[src/rtl/ram_arbiter_2p.sv]
`default_nettype none
// ============================================================================
// Module   : ram_arbiter_2p
// Function : Two-port round-robin arbiter and sequencer for a single-port SRAM
//            macro, with per-port response routing and out-of-range errors.
// Revision : 1.0
// ============================================================================
module ram_arbiter_2p #(
  parameter int AW          = 13,
  parameter int DW          = 32,
  parameter int DEPTH_WORDS = 6144,
  parameter bit RR_EN       = 1'b1
) (
  input  logic            CLK,
  input  logic            RESETn,
  input  logic            req0_valid,
  output logic            req0_ready,
  input  logic [DW/8-1:0] req0_we,
  input  logic [AW-1:0]   req0_addr,
  input  logic [DW-1:0]   req0_wdata,
  output logic            rsp0_valid,
  output logic            rsp0_err,
  output logic [DW-1:0]   rsp0_rdata,
  input  logic            req1_valid,
  output logic            req1_ready,
  input  logic [DW/8-1:0] req1_we,
  input  logic [AW-1:0]   req1_addr,
  input  logic [DW-1:0]   req1_wdata,
  output logic            rsp1_valid,
  output logic            rsp1_err,
  output logic [DW-1:0]   rsp1_rdata,
  output logic            ram_EN,
  output logic [DW/8-1:0] ram_WE,
  output logic [AW-1:0]   ram_A,
  output logic [DW-1:0]   ram_Di,
  input  logic [DW-1:0]   ram_Do
);

  localparam int          C_BW    = DW / 8;
  // One extra bit so a depth equal to 2**AW does not truncate to zero.
  localparam logic [AW:0] C_DEPTH = (AW + 1)'(DEPTH_WORDS);

  logic            r_prio1;
  logic            r_rsp_valid;
  logic            r_rsp_port;
  logic            r_rsp_read;
  logic            r_rsp_err;
  logic            w_grant0;
  logic            w_grant1;
  logic            w_xfer;
  logic            w_in_range;
  logic [AW-1:0]   w_addr;
  logic [C_BW-1:0] w_we;
  logic [DW-1:0]   w_wdata;
  logic [DW-1:0]   w_rdata;

  // r_prio1 set means port 1 wins the next conflict; cleared at reset.
  always_comb begin
    w_grant1 = req1_valid & (!req0_valid | !RR_EN | r_prio1);
    w_grant0 = req0_valid & !w_grant1;
    w_xfer   = w_grant0 | w_grant1;
  end

  always_comb begin
    w_addr  = '0;
    w_we    = '0;
    w_wdata = '0;
    if (w_grant1) begin
      w_addr  = req1_addr;
      w_we    = req1_we;
      w_wdata = req1_wdata;
    end else if (w_grant0) begin
      w_addr  = req0_addr;
      w_we    = req0_we;
      w_wdata = req0_wdata;
    end
  end

  assign w_in_range = ({1'b0, w_addr} < C_DEPTH);
  assign req0_ready = w_grant0;
  assign req1_ready = w_grant1;
  assign ram_EN     = w_xfer & w_in_range;
  assign ram_WE     = w_we;
  assign ram_A      = w_addr;
  assign ram_Di     = w_wdata;

  always_ff @(posedge CLK or negedge RESETn) begin
    if (!RESETn) begin
      r_prio1     <= 1'b0;
      r_rsp_valid <= 1'b0;
      r_rsp_port  <= 1'b0;
      r_rsp_read  <= 1'b0;
      r_rsp_err   <= 1'b0;
    end else begin
      if (w_xfer) begin
        r_prio1 <= w_grant0;
      end
      r_rsp_valid <= w_xfer;
      r_rsp_port  <= w_grant1;
      r_rsp_read  <= ~|w_we;
      r_rsp_err   <= ~w_in_range;
    end
  end

  // Read data passes straight through from the macro in the response cycle.
  assign w_rdata    = (r_rsp_valid & r_rsp_read & ~r_rsp_err) ? ram_Do : '0;
  assign rsp0_valid = r_rsp_valid & ~r_rsp_port;
  assign rsp1_valid = r_rsp_valid & r_rsp_port;
  assign rsp0_err   = rsp0_valid & r_rsp_err;
  assign rsp1_err   = rsp1_valid & r_rsp_err;
  assign rsp0_rdata = rsp0_valid ? w_rdata : '0;
  assign rsp1_rdata = rsp1_valid ? w_rdata : '0;

endmodule
`default_nettype wire

[config.mk]
export PLATFORM = sky130hd
export DESIGN_NAME = ram_arbiter_2p
export DESIGN_NICKNAME = d
export VERILOG_FILES = /design/src/rtl/ram_arbiter_2p.sv
export SDC_FILE = /design/constraint.sdc
export NUM_CORES = 1
export LEC_CHECK = 0
export BUFFER_PORTS_ARGS = -buffer_cell sky130_fd_sc_hd__buf_2
export CORE_AREA = 2 2 97 99
export CTS_CLUSTER_SIZE = 20
export DETAILED_ROUTE_END_ITERATION = 16
export DIE_AREA = 0 0 99 101
export SLEW_MARGIN = 20
export SYNTH_ARGS = -nofsm -noshare
export SYNTH_HDL_FRONTEND = slang
export SYNTH_SLANG_ARGS = --single-unit
[constraint.sdc]
create_clock -name CLK -period 2.7 [get_ports CLK]
set_clock_uncertainty 0.15 [all_clocks]
set_input_delay 0.27 -clock CLK [delete_from_list [all_inputs] [get_ports CLK]]
set_output_delay 0.27 -clock CLK [all_outputs]
set_load 0.1 [all_outputs]
-- After elaboration in Yosys (flattened, before gate mapping)
Cells that the tools add are included.
- logic and storage cells: 33
- memory bits (read-only): 0
- bits in latches: 0
- bits in registers: 5
- memory bits (writable): 0
- memories: 0
- multipliers: 0
- bitwise logic cells: 14
- add/sub/neg operators: 0
- equality and inequality tests: 0
- div/mod/pow operators: 0
- reduce and logical (&&, ||, !) cells: 4
- muxes and demuxes: 9
- shift operators: 0
- order comparisons: 1
- operators by type and width (kind ; number):
    two-way mux 32 bit ; 5
    two-way mux 13 bit ; 2
    less-than comparator 13 bit (second input constant) ; 1
    AND 1 bit ; 9
    two-way mux 4 bit ; 2
    OR reduction 4 bit ; 1
    zero test 1 bit ; 3
    inverter 1 bit ; 3
    bitwise OR 1 bit ; 2

-- Logic depth before layout (Yosys ltp)
- word-level depth: 9
- gate-level depth with buffers: 7
- depth with buffers taken out: 3

-- Worst setup path after synthesis
No wires, ideal clock.
- path type: reg2out
- from: register r_rsp_port
- to: output rsp0_rdata[10]
- required time: 2.280 ns
- setup slack: -0.782 ns
- cell stages (with the launch flop): 5
- data arrival time: 3.062 ns
- cells stage by stage: dfrtp_1 -> nor2b_1 -> and3b_1 -> buf_2 -> and2_1
- word-level cells in the longest chain between the ends: 3
- ends and longest elaborated chain (element ; RTL line ; text):
    start, declared ; 45 ; logic r_rsp_port;
    start signal, assigned ; 99 ; r_rsp_port <= w_grant1;
    inverter 1 bit ; 107 ; assign rsp0_valid = r_rsp_valid & ~r_rsp_port;
    AND 1 bit ; 107 ;
    via rsp0_valid ; 21 ; output logic rsp0_valid,
    two-way mux 32 bit ; 111 ; assign rsp0_rdata = rsp0_valid ? w_rdata : '0;
    end, declared ; 23 ; output logic [DW-1:0] rsp0_rdata,
The timed path passes the listed nets, and every way through them passes these cells.

-- Worst setup path in the final report
- from: register r_rsp_port
- to: output rsp0_rdata[30]
- word-level cells in the longest chain between the ends: 3
- ends and longest elaborated chain (element ; RTL line):
    inverter 1 bit ; 107
    AND 1 bit ; 107
    two-way mux 32 bit ; 111
Every way passes these cells.

==> summary.md <==
| Metric | Value |
|---|---|
| Mapped Area | between 1500 and 2000 µm² |
| Worst Hold Class | in2reg |
| WP buf/inv | 2 |
| Total wire length | slightly below 8000 µm |
| Family with the most delay on the worst path | buffers and inverters |
| Layout cell share with drive strength beyond 1 | 68.8% |
| Max FO, Critical Path | 32 |
| I/O Buffers | between 200 and 300 |
| Die width | 99 µm |
| Netlist cell types | 21 |
| Fraction of registers with async set/reset | between 90% and 100% |
| Total GRT Usage | between 10 and 15% |
| Number of synthesized register bits | 5 |
| Max Freq | between 400 and 500 MHz |
| CTS tree | built |
| Largest net degree at the start of global routing | 54 |
| Clock sinks | 5 |
| Initial DRT Pass Iterations | 5 |
| Post-synth top cells | and2_1, nand2_1, nand3_1, o21ai_2, clkbuf_1 |
| Worst VDD drop | around 250 µV |
| Core ar. | ~9000 µm² |
| Clock transition at path regs | 0.03 ns |
| DRC | 0 |
| WL per Instance | 12.7 µm |
| Full die area | roughly 10000 µm² |
| Tcrit/Tclk final | 80.3% |
| Worst-margin pin slew | approximately 0.51 ns |
| Most used DFF post-synth | dfrtp_1 |
| Area Overhead vs Synth | 127% |
| Slew Viols, Final | 0 |
| Yosys top cell area share | between 20 and 25% |
| Final setup viols | 0 |
| Critical Path RT | 2.28 ns |
| RSZ-0062 raised after global routing | false |
| Sequential fraction of the synthesis area | about 7.3% |
| Initial antenna violation count | 0 |
| Global route overflow | 0 |
| Max Cap Viol | 0 |
| Number of diodes | 0 |
| Skew-Pair Late Insertion Delay | 0.22 ns |
| CP Launch Type | flip-flop |
| CP endpoint kind | output port |
| Fin Hold WS | between 0.2 and 0.25 ns |
| Clock Path Buffers | 2 |
| Cells after Synth | roughly 270 |
| CTS buffer count | 3 |
| Post-Syn Nets | 402 |
| Most frequent cell after synthesis | and2_1 |
| Gp weighted congestion | approximately 0.73 |
| H-tree level count | 1 |
| Starting density of the core | 19.0% |
| Post-DRT Antenna Nets | 0 |
| Vias in the first global route | approximately 2,700 |
| Min cycle time layout | about 2.2 ns |
| Top-Level Pins | 254 |
| Vias per cell | between 4 and 5 |
| Hold Vio Cnt, Final | 0 |
| Post-synth EDFFs | 0 |
| Crit-path slowest cell | buf_2 |
| Avg Cell Area, Syn | about 6.4 µm² |
| Yosys warnings | 0 |
| Via count | between 2,000 and 3,000 |
| Cell Pwr Density | a little under 500 nW/µm² |
| Status | finished clean |
| Post-CTS Resized | 0 |
| Tot Pwr | just under 0.002 W |
| Row Count | 35 |
| Chip height | 101 µm |
| First-pass GRT wire length | about 12,000 µm |
| Synth area leaders | o21ai_2, and2_1, nand3_1 |
| Final HPWL DP | approximately 6700 µm |
| CP peak stage delay | ~0.42 ns |
| Cell chain of the critical path | nor2b_2, and3b_1, buf_4, and2_1, buf_2 |
| Worst EP arrival | around 1.8 ns |
| Starting DRT DRC Count | 46 |
| Nets | between 600 and 700 |
| Crit Path Category | reg2out |
| Synth area leader | o21ai_2 |
| CTS root buf | clkbuf_8 |
| Pleak | 2.10 nW |
| Max-slew headroom | 66.0% |
[tightest hold or removal path: cells and delay by family]
kind	cells	cell delay (ns)
buf+inv	1	0.09
compound gates	1	0.05
simple gates	1	0.11
[routing by layer]
metal | share of wire [%] | GRT usage (%) | vias up
li1 | - | - | 1382
met4 | 0.60 | 1.16 | 0
met3 | 10 | 4.58 | 6
met2 | 55 | 29.5 | 152
met5 | 0 | 0 | -
met1 | 34 | 14.3 | 1215
[final timing paths]
kind | endpoint | slack (ns) | depth (start not counted) | from
worst max-delay path | rsp0_rdata[30] | 0.53 | 5 | r_rsp_port
worst min-delay path | r_rsp_read | 0.20 | 3 | req1_we[0]
worst max register to register | r_rsp_err | 0.96 | 4 | r_prio1
worst min register to register | r_prio1 | 0.40 | 2 | r_prio1
max in group asynchronous | r_rsp_err | 1.98 | 2 | RESETn
min in group asynchronous | r_rsp_port | 0.28 | 2 | RESETn
[state kept, by name, indices dropped and copies added (netlist names)]
signal	cells
r_rsp_err	1
r_rsp_port	1
r_rsp_valid	1
r_rsp_read	1
r_prio1	1
[layout by cell type (no fill, tap or decap), types with 2 or more instances in the layout]
master	n
o21ai_1	3
buf_4	10
and3b_1	2
nand3_1	51
buf_2	202
o21ai_2	48
clkbuf_8	3
and2_2	30
buf_12	51
or4_1	2
and2_1	36
nand2_1	52
dfrtp_1	5
[kinds of logic after synthesis]
| logic type | share of synthesized area [%] |
|---|---|
| and+or+nand+nor | 55.0 |
| muxes | 0.587 |
| buffers and inverters | 10.4 |
| AOI/OAI and AO/OA | 26.7 |
| DFF | 7.34 |
[power breakdown]
part,internal (W),switching (W)
Clock,0.000101,0.0000333
Combinational,0.000487,0.00121
Sequential,0.0000825,0.00000484
Total,0.000671,0.00125
[area by class of cell]
type / count / area, µm²
fill: 881 / 5100
timing repair buffer: 264 / 2120
multi-input combinational: 232 / 1440
tap: 111 / 139
sequential: 5 / 125
clock buffer: 4 / 45.0
inverter: 1 / 3.75
[repair_timing]
action,CTS,global route
hold buffers,1,0
endpoints found under the hold margin,5,0
buffers inserted,0,0
[stage by stage]
step	worst slack (ns)	TNS [ns]	util, %	instances	instance area (µm²)
2_1_floorplan	-0.185	-5.62	-	268	1740
3_3_place_gp	0.695	0	42.5	612	3820
3_5_place_dp	0.659	0	42.5	612	3820
4_1_cts	0.493	0	43.1	617	3870
5_1_grt	0.414	0	43.1	617	3870
6_report	0.531	0	43.1	617	3870
No activity file was read; power rests on OpenSTA's default activity.
